File: config.mk
export PLATFORM = sky130hd
export DESIGN_NAME = full_adder
export DESIGN_NICKNAME = d
export VERILOG_FILES = /design/src/rtl/full_adder.sv
export SDC_FILE = /design/constraint.sdc
export NUM_CORES = 1
export LEC_CHECK = 0
export ABC_AREA = 1
export CAP_MARGIN = 20
export CORE_AREA = 2 2 39 41
export CTS_CLUSTER_DIAMETER = 80
export DETAILED_ROUTE_END_ITERATION = 6
export DIE_AREA = 0 0 41 43
export PLACE_DENSITY_LB_ADDON = 0.15
export SETUP_SLACK_MARGIN = 0.5
export SLEW_MARGIN = 20
export SYNTH_ARGS = -nofsm -noshare
export SYNTH_HDL_FRONTEND = slang
export SYNTH_SLANG_ARGS = --single-unit
File: constraint.sdc
create_clock -name clk -period 0.9 [get_ports clk]
set_input_delay 0.135 -clock clk [delete_from_list [all_inputs] [get_ports clk]]
set_output_delay 0.135 -clock clk [all_outputs]
set_load 0.05 [all_outputs]
File: src/rtl/full_adder.sv
// full_adder: parameterisable ripple-carry adder (sum = a + b + cin)
// with zero-latency combinational results and a one-cycle registered copy.
//
// Ports:
//   clk       rising-edge clock for the registered stage
//   rst       asynchronous active-high reset for the registered stage
//   a, b      WIDTH-bit operands
//   cin       carry-in
//   in_valid  qualifies a/b/cin for capture by the registered stage
//   sum       combinational sum, (a+b+cin) mod 2^WIDTH
//   cout      combinational carry-out
//   ovf       combinational signed overflow (carry into MSB ^ cout)
//   prop      group propagate, AND of a[i]^b[i]
//   gen       group generate, carry-out with cin forced to 0
//   sum_q     registered sum (updated only when in_valid)
//   cout_q    registered cout (updated only when in_valid)
//   ovf_q     registered ovf (updated only when in_valid)
//   out_valid registered in_valid
module full_adder #(
  parameter int unsigned WIDTH = 1
) (
  input  logic             clk,
  input  logic             rst,
  input  logic [WIDTH-1:0] a,
  input  logic [WIDTH-1:0] b,
  input  logic             cin,
  input  logic             in_valid,
  output logic [WIDTH-1:0] sum,
  output logic             cout,
  output logic             ovf,
  output logic             prop,
  output logic             gen,
  output logic [WIDTH-1:0] sum_q,
  output logic             cout_q,
  output logic             ovf_q,
  output logic             out_valid
);

  // c: carry chain seeded with cin; g: parallel chain seeded with 0 for gen
  logic [WIDTH:0]   c;
  logic [WIDTH:0]   g;
  logic [WIDTH-1:0] p;

  assign c[0] = cin;
  assign g[0] = 1'b0;

  // One full-adder cell per bit, rippling carries from LSB to MSB
  for (genvar i = 0; i < int'(WIDTH); i++) begin : g_cell
    assign p[i]   = a[i] ^ b[i];
    assign sum[i] = p[i] ^ c[i];
    assign c[i+1] = (a[i] & b[i]) | (c[i] & p[i]);
    assign g[i+1] = (a[i] & b[i]) | (g[i] & p[i]);
  end

  assign cout = c[WIDTH];
  assign ovf  = c[WIDTH-1] ^ c[WIDTH];
  assign prop = &p;
  assign gen  = g[WIDTH];

  // Registered copy: results hold while in_valid is low, valid tracks every edge
  always_ff @(posedge clk or posedge rst) begin
    if (rst) begin
      sum_q     <= '0;
      cout_q    <= 1'b0;
      ovf_q     <= 1'b0;
      out_valid <= 1'b0;
    end else begin
      out_valid <= in_valid;
      if (in_valid) begin
        sum_q  <= sum;
        cout_q <= cout;
        ovf_q  <= ovf;
      end
    end
  end

endmodule

==> results of run 1 <==
## cells in the mapped netlist (all sizes together)
library cell / count
fa: 1
inv: 4
dfrtp: 4
o21ai: 1
nand2: 8
ha: 1
nand3: 1
and2: 1
## repair_timing
action                                 CTS  global route
setup endpoints to repair               13            12
cloned                                   0             0
setup buffers                            3             3
gates resized for setup                 18             5
pin swaps                                4             3
endpoints found under the hold margin    0             0
## layer usage
layer	up-vias	routed length, um	part of all wire (%)	track usage (%)
met5	-	0	0	0
met4	0	12	2.2	12.0
met3	2	46	8.4	1.57
met2	12	315	57	10.6
met1	105	174	32	5.88
li1	121	-	-	-
## cell usage in the layout, fill, tap and decap left out
cell type | netlist | final
dlygate4sd2_1 | 0 | 1
buf_4 | 0 | 8
buf_12 | 0 | 8
nand2_1 | 8 | 7
clkdlybuf4s50_1 | 0 | 1
inv_1 | 3 | 2
buf_6 | 0 | 6
buf_8 | 0 | 1
buf_2 | 0 | 1
nand3_2 | 0 | 1
fa_2 | 0 | 1
ha_4 | 0 | 1
o21ai_2 | 0 | 1
and2_4 | 0 | 1
clkbuf_4 | 0 | 3
dfrtp_2 | 0 | 4
nand2_2 | 0 | 1
inv_2 | 1 | 2
## path summary, 6_finish.rpt
check	startpoint	to	slack, ns	cells after the start
max	a	ovf	-0.28	6
min	rst	ovf_q$_DFFE_PP0P_	0.08	2
min in group clk	in_valid	out_valid$_DFF_PP0_	0.24	1
max reg2reg	cout_q$_DFFE_PP0P_	cout_q$_DFFE_PP0P_	0.23	2
min reg2reg	sum_q$_DFFE_PP0P_	sum_q$_DFFE_PP0P_	0.51	2
max in group asynchronous	rst	out_valid$_DFF_PP0_	0.65	2
## cells by family after synthesis
family	Yosys count
AO/OA/AOI/OAI	1
adder cells (fa/ha/maj)	2
buffers and inverters	4
flip-flops	4
AND/OR/NAND/NOR	10
## layout make-up
cell class	count	area [um2]
fill	136	787
timing repair buffer	26	327
clock buffer	3	22.5
inverter	4	15.0
multi-input combinational	13	108
sequential	4	105
tap	16	20.0
## worst max-delay path: stages
cell,delay [ns]
buf_6,0.10
fa_2,0.41
inv_2,0.08
nand2_2,0.05
and2_4,0.14
buf_12,0.14
## where the power goes
part | total [uW] | switching [uW] | internal, uW | leakage (uW)
combinational | 483 | 230 | 253 | 0.000235
clock | 222 | 73.4 | 149 | 0.0000138
sequential | 224 | 20.1 | 204 | 0.0000436
total | 930 | 323 | 607 | 0.000293
## sequential cells by signal, indices dropped and copies added, names as in the netlist
| name | cells |
|---|---|
| cout_q | 1 |
| out_valid | 1 |
| ovf_q | 1 |
| sum_q | 1 |
## metrics by stage
| step | hold slack [ns] | total power [uW] | cell area (um2) | util, % | instances |
|---|---|---|---|---|---|
| after floorplan | -0.0989 | 438 | 219 | - | 21 |
| after global placement | 0.328 | 665 | 502 | 36.3 | 57 |
| after global routing | 0.0999 | 976 | 597 | 43.1 | 66 |
| after CTS | 0.0881 | 912 | 553 | 40.0 | 63 |
| final | 0.0844 | 930 | 597 | 43.1 | 66 |
| after detailed placement | 0.331 | 666 | 502 | 36.3 | 57 |
==> out/metrics.yaml, run 1 <==
vdd_drop_max_uv: 449
avgSynthCellArea_um2: 9.24
finalSetupViolations: 9
syn_inst: 21
rows: 14
ys_top_cells_by_area: "dfrtp_1 (52%), nand2_1 (15%), fa_1 (10%)"
grt_remaining_overflow: 0
max_freq_ghz: 0.848
gp_congestion: 0.564
rsz0062_at_grt: "true"
clockBufferDepth: 2
p_per_area_nw_per_um2: 1560
vias_per_cell: 3.64
dp_hpwl_um: 389
grtUsageTotal_pct: 7.37
die_x_um: 41
drive_above_1_share_pct: 78.0
insertion_delay_ns: 0.24
cts_tree: "built"
synth-compound-area-share_pct: 2.58
drv_slew: 0
core_um2: 1380
finalSetupTns_ns: -1.06
synth_mux_area_share_pct: 0
htreeDepth: 1
grt_start_max_net_pins: 5
ant_nets: 0
violations: "setup timing"
cp.arrival_ns: 1.04
grt_pass1_wl_um: 772
synth_seq_cells: 4
status: "complete, but fails checks"
synth_cell_types: 9
antenna_found_initial: 0
path_class: "in -> out"
diodes: 0
required_ns: 0.76
fin_skew_ns: 0
synth_top_family_by_area: "simple AND/OR/NAND/NOR gates"
clk_pin_slew_worst_paths_ns: 0.03
syn_to_final_growth_pct: 208
syn-cell-area_um2: 194
pre_cts_slack_ns: -0.669
final_hold_viol_count: 0
slew_headroom_pct: 88.8
io_pins: 15
yosys.area_share.simple_pct: 21.3
drtIter0Drc: 2
maxCapViolCount: 0
drt_drc_violations_left: 0
min_period_over_period_pct: 131
p_leak_uw: 0.000293
synth.top_cell.area_share_pct: 51.6
synthesis.nets: 29
wl_um: 548
min_period_ns: 1.18
drtPass1Iterations: 3
start_util_pct: 14.0
worstPathMaxFanout: 3
tightest_slew_ns: 0.168
hold_buffers: 0
synthXorXnorAreaFrac_pct: 0
vias: 240
hp-class: "in -> async"
die_y_um: 43
finalWorstSetupSlack_ns: -0.279
setup.worst_path.start_class: "input port"
synth_top_area_cell: "dfrtp_1"
ys_warn_count: 0
cts.sinks: 4
io_buffers: 14
cts_buffers: 3
floorplan.die_area_um2: 1760
wl_per_cell_um: 8.30
final_nets: 60
grt_pass1_vias: 238
synthAdderAreaFrac_pct: 16.8
cts-root-buf: "clkbuf_4"
end_kind: "output pin"
ys_seq_area_share_pct: 51.6
No activity file was read; power rests on OpenSTA's default activity.
==> run 2, diff against run 1 <==
--- a/config.mk
+++ b/config.mk
@@ -11,8 +11,10 @@
 export CTS_CLUSTER_DIAMETER = 80
 export DETAILED_ROUTE_END_ITERATION = 6
 export DIE_AREA = 0 0 41 43
+export HOLD_SLACK_MARGIN = 0.12
 export PLACE_DENSITY_LB_ADDON = 0.15
 export SETUP_SLACK_MARGIN = 0.5
+export SKIP_CTS_REPAIR_TIMING = 1
 export SLEW_MARGIN = 20
 export SYNTH_ARGS = -nofsm -noshare
 export SYNTH_HDL_FRONTEND = slang
==> run 2 against run 1 <==
  * The flow still finishes with violations (setup timing)
  * Total power down 3.1%
  * Clock power about the same
  * Sequential share of layout area up 1.4 points
  * Clock skew unchanged
  * Worst setup slack better by 0.0090 ns
  * Wire length down 9.3%
  * Via count down 5.0%
  * Clock-buffer cell count unchanged
  * Critical path depth unchanged
  * First-iteration DRC count unchanged
  * Critical path type unchanged
==> out/metrics.yaml, run 2 (same netlist as run 1, synthesis figures left out) <==
min_period_over_period_pct: 130  # -1.0 points
drtIter0Drc: 2  # unchanged
grt_start_max_net_pins: 5  # unchanged
slew_headroom_pct: 87.6  # -1.2 points
path_class: "in -> out"
p_leak_uw: 0.000278  # -5.0%
power_uw: 901  # -3.1%
fin_skew_ns: 0  # unchanged
swShare_pct: 35.2  # +0.46 points
max_freq_ghz: 0.855  # +0.77%
vdd_drop_max_uv: 463  # +3.2%
cts_tree: "built"
ant_nets: 0  # unchanged
rows: 14  # unchanged
finalWorstSetupSlack_ns: -0.270  # +0.00897 ns
p_int_uw: 583  # -3.8%
final_cell_mix: "buf_4 (9), buf_12 (8), nand2_1 (7), dfrtp_2 (4), clkbuf_4 (3)"
floorplan.die_area_um2: 1760  # unchanged
drt_drc_violations_left: 0  # unchanged
io_buffers: 14  # unchanged
insertion_delay_ns: 0.24  # about the same
p_per_area_nw_per_um2: 1630  # +4.5%
cts_buffers: 3  # unchanged
wl_per_cell_um: 7.89  # -5.0%
mostFrequentLayoutCell: "buf_4"
htreeDepth: 1  # unchanged
grt_pass1_vias: 231  # -2.9%
pre_cts_slack_ns: -0.669  # unchanged
vias_per_cell: 3.62  # -0.48%
clk_pin_slew_worst_paths_ns: 0.03  # about the same
pwr-share-comb_pct: 50.4  # -1.6 points
final_hold_viol_count: 0  # unchanged
violations: "setup timing"
status: "complete, but fails checks"
required_ns: 0.76  # about the same
start_util_pct: 14.0  # unchanged
worstPathMaxFanout: 3  # unchanged
drv_slew: 0  # unchanged
cp.arrival_ns: 1.04  # about the same
clkPwrFrac_pct: 24.7  # +0.8 points
cts-root-buf: "clkbuf_4"
die_y_um: 43  # unchanged
clockBufferDepth: 2  # unchanged
min_period_ns: 1.17  # -0.00897 ns
drive_above_1_share_pct: 76.6  # -1.4 points
seq_power_share_pct: 24.9  # +0.8 points
diodes: 0  # unchanged
grt_remaining_overflow: 0  # unchanged
finalSetupTns_ns: -0.832  # +0.232 ns
hp-class: "in -> async"
dp_hpwl_um: 389  # unchanged
rsz0062_at_grt: "true"
wl_um: 497  # -9.3%
p_sw_uw: 317  # -1.9%
io_pins: 15  # unchanged
grt_pass1_wl_um: 745  # -3.5%
end_kind: "output pin"
setup.worst_path.start_class: "input port"
core_um2: 1380  # unchanged
die_x_um: 41  # unchanged
antenna_found_initial: 0  # unchanged
tightest_slew_ns: 0.185  # +0.0179 ns
syn_to_final_growth_pct: 185
cts.sinks: 4  # unchanged
postLayoutCoreUtil_pct: 40.0  # -3.2 points
gp_congestion: 0.564  # unchanged
drtPass1Iterations: 3  # unchanged
holdWs_ns: 0.0842  # -0.000228 ns
finalSetupViolations: 9  # unchanged
vias: 228  # -5.0%
final_nets: 57  # -5.0%
grtUsageTotal_pct: 7.06  # -0.30 points
maxCapViolCount: 0  # unchanged
[run 2: cell types whose count changed in the layout (fill, tap and decap cells not counted)]
cell	change
buf_8	-1
buf_4	+1
buf_6	-4
clkbuf_2	+2
buf_2	-1
dlygate4sd2_1	-1
dlymetal6s2s_1	+1
[run 2: through the flow]
step	std cells	cell area, um2
global route	63	553
floorplan	21	219
global placement	57	502
CTS	60	524
detailed placement	57	502
finish	63	553
[run 2: power groups by stage]
stage / combinational (uW) / clock, uW / sequential (uW)
6_report: 454 / 223 / 224
5_1_grt: 473 / 246 / 226
4_1_cts: 441 / 228 / 225
3_5_place_dp: 439 / 0 / 227
3_3_place_gp: 438 / 0 / 226
2_1_floorplan: 153 / 0 / 285
[run 2: path summary, 6_finish.rpt]
| kind | cells past startpoint | end | from | slack [ns] |
|---|---|---|---|---|
| max | 6 | ovf | a | -0.27 |
| min | 2 | ovf_q$_DFFE_PP0P_ | rst | 0.08 |
| max in group asynchronous | 2 | out_valid$_DFF_PP0_ | rst | 0.65 |
| min reg2reg | 2 | sum_q$_DFFE_PP0P_ | sum_q$_DFFE_PP0P_ | 0.51 |
| min in group clk | 1 | out_valid$_DFF_PP0_ | in_valid | 0.13 |
| max reg2reg | 2 | cout_q$_DFFE_PP0P_ | cout_q$_DFFE_PP0P_ | 0.23 |
[run 2: area by class of cell]
class,count,area (um2)
fill,140,831
tap,16,20.0
timing repair buffer,23,283
inverter,4,15.0
clock buffer,3,22.5
sequential,4,105
multi-input combinational,13,108
[run 2: worst max-delay path, cell delays in order]
cell and delay (ns):
buf_6 0.10, fa_2 0.40, inv_2 0.07, nand2_2 0.05
and2_4 0.14, buf_12 0.14
[run 2: metal layers]
layer	track usage, %	share of wire [%]
met5	0	0
met4	12.0	2.4
met3	1.57	8.5
met2	9.38	52
met1	6.21	37
==> patch 1: new RTL, flow settings as in run 2 <==
Put a register stage on the outputs `prop` and `gen`, without a reset. The values now appear one clock later. The other outputs are not delayed to match.
--- a/src/rtl/full_adder.sv
+++ b/src/rtl/full_adder.sv
@@ -54,8 +54,10 @@
 
   assign cout = c[WIDTH];
   assign ovf  = c[WIDTH-1] ^ c[WIDTH];
-  assign prop = &p;
-  assign gen  = g[WIDTH];
+  always_ff @(posedge clk) begin
+    prop <= &p;
+    gen  <= g[WIDTH];
+  end
 
   // Registered copy: results hold while in_valid is low, valid tracks every edge
   always_ff @(posedge clk or posedge rst) begin
Behaviour: not the same (Yosys sat finds a counterexample within 4 cycles, from zero or initial values and one cycle with rst high).
==> patch 1 against run 2 <==
  * The flow still finishes with violations (setup timing)
  * Clock skew stayed put
  * Largest power group unchanged
  * Worst setup slack better by 0.0081 ns
  * Area after synthesis rose by 21%
  * Power is 14% higher
  * Routed wire length up 11%
  * Sequential cell count is 2 higher
  * Final cell count is 3.2% higher
  * Combinational power is 3% lower
  * Via count up 4.4%
  * Count of clock-buffer cells in the layout up 1
  * Highest routed layer is now met3
  * Final area up 7.7%
  * Die area is the same
  * Fmax increased by 0.70%
==> patch 1: results <==
export IMPL_wl_met2_um=329
export IMPL_fin_cells=65
export IMPL_violations="setup timing"
export IMPL_cts_htree_levels=1
export IMPL_highest_layer="met3"
export IMPL_syn_area_per_cell_um2=10.2
export IMPL_ys_seq_area_share_pct=59.9
export IMPL_synthDistinctLibCells=10
export IMPL_power_frac_comb_pct=42.9
export IMPL_synthArstFlopShare_pct=66.7
export IMPL_antenna_cells=0
export IMPL_seqPwrFrac_pct=31.6
export IMPL_setup_viol=7
export IMPL_clk_latency_ns=0.23
export IMPL_placed_area_um2=549
export IMPL_grt_pass1_vias=261
export IMPL_port_buffers=14
export IMPL_crit_fanout=3
export IMPL_met2_usage_pct=13.8
export IMPL_status="finished with violations"
export IMPL_pre_cts_ws_ns=-0.668
export IMPL_maxSlewHeadroom_pct=85.9
export IMPL_use_met1_pct=9.57
export IMPL_yosys_top_cells_area="dfrtp_1, dfxtp_1, nand2_1, fa_1, ha_1"
export IMPL_slew_violations=0
export IMPL_synth_net_count=31
export IMPL_nFillCells=133
export IMPL_seq_cell_power_uw=325
export IMPL_timing_hold_ws_ns=0.0752
export IMPL_nNetsFinal=58
export IMPL_grt_total_usage_pct=9.01
export IMPL_dp_cells=59
export IMPL_viasPerCell=3.66
export IMPL_fin_ws_ns=-0.262
export IMPL_cts_made_buffers=3
export IMPL_grt_max_degree=5
export IMPL_peakVddDrop_v=0.000614
export IMPL_synth_commonest_cells="nand2_1, dfrtp_1, inv_1"
export IMPL_clk_pin_slew_ns=0.05
export IMPL_drtPass1Iterations=4
export IMPL_crit_reg2reg_launch="cout_q$_DFFE_PP0P_"
export IMPL_grt_use_met3_pct=2.09
export IMPL_clockBufferDepth=2
export IMPL_met3WireLength_um=29
export IMPL_antenna_found_initial=0
export IMPL_drive_gt1_share_pct=75.5
export IMPL_setup_tns_ns=-0.782
export IMPL_regArea_um2=153
export IMPL_wl_met1_um=194
export IMPL_grt_pass1_wl_um=1050
export IMPL_yosys_warnings=0
export IMPL_synth_flop_cell="dfrtp_1"
export IMPL_total_leakage_power_nw=0.291
export IMPL_cell_internal_pwr_uw=688
export IMPL_gp_congestion=0.581
export IMPL_routed_wl_um=553
## patch 1: critical path, stage by stage
cell and delay (ns):
buf_6 0.10, fa_2 0.40, inv_2 0.07, nand2_2 0.05, and2_4 0.14, buf_12 0.14
## patch 1: logic make-up (layout without fill, tap and decap cells)
family,after synthesis,after routing,share of synthesized area (%)
and+or+nand+nor,10,10,17.6
DFF,6,6,59.9
buffers and inverters,4,30,6.42
adders and majority gates,2,2,13.9
AOI/OAI and AO/OA,1,1,2.14
## patch 1: worst max path at each step
stage / startpoint / endpoint / depth (start not counted)
5_1_grt: a / ovf / 6
2_1_floorplan: cin / ovf / 4
4_1_cts: cin / ovf / 6
3_3_place_gp: cin / ovf / 6
3_5_place_dp: cin / ovf / 6
6_report: a / ovf / 6
## patch 1: final cells by class
class	instances	share of cell area, %
Clock buffer	4	4.41
Inverter	4	2.52
Multi-Input combinational cell	13	17.9
Sequential cell	6	25.6
Tap cell	16	3.36
Timing Repair Buffer	22	46.2
==> patch 2: new RTL, settings of run 2 <==
Made on the original files. Register the inputs `a`, `b`, `cin` and `in_valid` before use, cleared by the reset. The logic sees them one clock later. Comments in the files are not updated.
--- a/src/rtl/full_adder.sv
+++ b/src/rtl/full_adder.sv
@@ -36,20 +36,39 @@
   output logic             out_valid
 );
 
+  logic [WIDTH-1:0] a_q;
+  logic [WIDTH-1:0] b_q;
+  logic cin_q;
+  logic in_valid_q;
+
+  always_ff @(posedge clk or posedge rst) begin
+    if (rst) begin
+      a_q        <= '0;
+      b_q        <= '0;
+      cin_q      <= '0;
+      in_valid_q <= '0;
+    end else begin
+      a_q        <= a;
+      b_q        <= b;
+      cin_q      <= cin;
+      in_valid_q <= in_valid;
+    end
+  end
+
   // c: carry chain seeded with cin; g: parallel chain seeded with 0 for gen
   logic [WIDTH:0]   c;
   logic [WIDTH:0]   g;
   logic [WIDTH-1:0] p;
 
-  assign c[0] = cin;
+  assign c[0] = cin_q;
   assign g[0] = 1'b0;
 
   // One full-adder cell per bit, rippling carries from LSB to MSB
   for (genvar i = 0; i < int'(WIDTH); i++) begin : g_cell
-    assign p[i]   = a[i] ^ b[i];
+    assign p[i]   = a_q[i] ^ b_q[i];
     assign sum[i] = p[i] ^ c[i];
-    assign c[i+1] = (a[i] & b[i]) | (c[i] & p[i]);
-    assign g[i+1] = (a[i] & b[i]) | (g[i] & p[i]);
+    assign c[i+1] = (a_q[i] & b_q[i]) | (c[i] & p[i]);
+    assign g[i+1] = (a_q[i] & b_q[i]) | (g[i] & p[i]);
   end
 
   assign cout = c[WIDTH];
@@ -65,8 +84,8 @@
       ovf_q     <= 1'b0;
       out_valid <= 1'b0;
     end else begin
-      out_valid <= in_valid;
-      if (in_valid) begin
+      out_valid <= in_valid_q;
+      if (in_valid_q) begin
         sum_q  <= sum;
         cout_q <= cout;
         ovf_q  <= ovf;
Check against the original RTL: not equivalent (Yosys sat finds a counterexample within 4 cycles, from zero or initial values and one cycle with rst high).
==> patch 2 against run 2 <==
  * The flow still finishes with violations (setup timing)
  * Sequential cell count grew 4
  * Sequential share of layout area is 12 points higher
  * Final cell count increased by 6.3%
  * Via count is 14% higher
  * Area after synthesis increased by 55%
  * Power grew 30%
  * Global-route usage is 2.9 points higher
  * Routed wire length is 24% higher
  * Clock power is 31% higher
  * Core utilization rose by 8.3 points
  * Clock skew increased by 0.0044 ns
  * Worst setup slack worse by 0.43 ns
  * Final area increased by 21%
==> patch 2: results <==
export IMPL_ys_seq_area_share_pct=66.7
export IMPL_drtPass1Iterations=2
export IMPL_use_met1_pct=7.97
export IMPL_clk_pin_slew_ns=0.05
export IMPL_synthDistinctLibCells=10
export IMPL_synth_commonest_cells="dfrtp_1, nand2_1, inv_1"
export IMPL_syn_area_per_cell_um2=12.0
export IMPL_status="finished with violations"
export IMPL_max_stage_delay_ns=0.42
export IMPL_fin_ws_ns=-0.703
export IMPL_met2_usage_pct=15.6
export IMPL_setup_tns_ns=-4.07
export IMPL_timing_rr_end="ovf_q$_DFFE_PP0P_"
export IMPL_nFillCells=136
export IMPL_maxSlewHeadroom_pct=88.1
export IMPL_violations="setup timing"
export IMPL_startpoint="b_q$_DFF_PP0_"
export IMPL_reg2regPathDepth=6
export IMPL_total_leakage_power_nw=0.317
export IMPL_grt_max_degree=9
export IMPL_timing_hold_ws_ns=0.00667
export IMPL_pre_cts_ws_ns=-0.446
export IMPL_vias=260
export IMPL_grt_use_met3_pct=4.71
export IMPL_nNetsFinal=60
export IMPL_skew_ns=0.00439
export IMPL_synth_net_count=33
export IMPL_drive_gt1_share_pct=60.8
export IMPL_setup_viol=12
export IMPL_grt_total_usage_pct=9.94
export IMPL_gp_congestion=0.734
export IMPL_grt_pass1_vias=270
export IMPL_finalCritPeriodShare_pct=178
export IMPL_worstPathArrival_ns=1.47
export IMPL_wl_per_cell_um=9.19
## patch 2: worst min-delay path by stage
stage	start	end	cells after the start
after floorplan	rst	a_q$_DFF_PP0_	1
after global placement	rst	a_q$_DFF_PP0_	2
after detailed placement	rst	a_q$_DFF_PP0_	2
after CTS	rst	cin_q$_DFF_PP0_	2
after global routing	a	a_q$_DFF_PP0_	1
final	a	a_q$_DFF_PP0_	1
## patch 2: per-layer routing
layer,part of all wire (%),up-vias
met2,57,10
met3,7.8,2
met1,33,117
li1,-,131
met4,1.3,0
met5,0,-
## patch 2: logic make-up (layout without fill, tap and decap cells)
kind of cell / after synthesis / in the layout / synth area share, %
compound gates: 1 / 1 / 2.92
simple gates: 10 / 10 / 14.6
buf+inv: 4 / 30 / 5.00
flops: 8 / 8 / 66.7
fa+ha+maj: 2 / 2 / 10.8
## patch 2: area by class of cell
type                            instances  area share [%]
Sequential cell                         8            30.7
Inverter                                4            2.81
Timing Repair Buffer                   22            44.2
Clock buffer                            4            3.93
Tap cell                               16            3.00
Multi-Input combinational cell         13            15.4
## patch 2: through the flow
stage,power (mW),cell area (um2)
global placement,0.863,606
finish,1.17,668
floorplan,0.644,323
CTS,1.17,632
detailed placement,0.870,606
global route,1.25,668
## patch 2: power breakdown
group	switching, mW	internal (mW)
sequential	0.0288	0.392
clock	0.124	0.170
combinational	0.222	0.235
## patch 2: worst max-delay path: cells and delay by family (launching register included)
kind	cells	cell delay, ns
adder cells (fa/ha/maj)	1	0.42
buffers and inverters	2	0.21
flip-flops	1	0.40
AND/OR/NAND/NOR	2	0.19
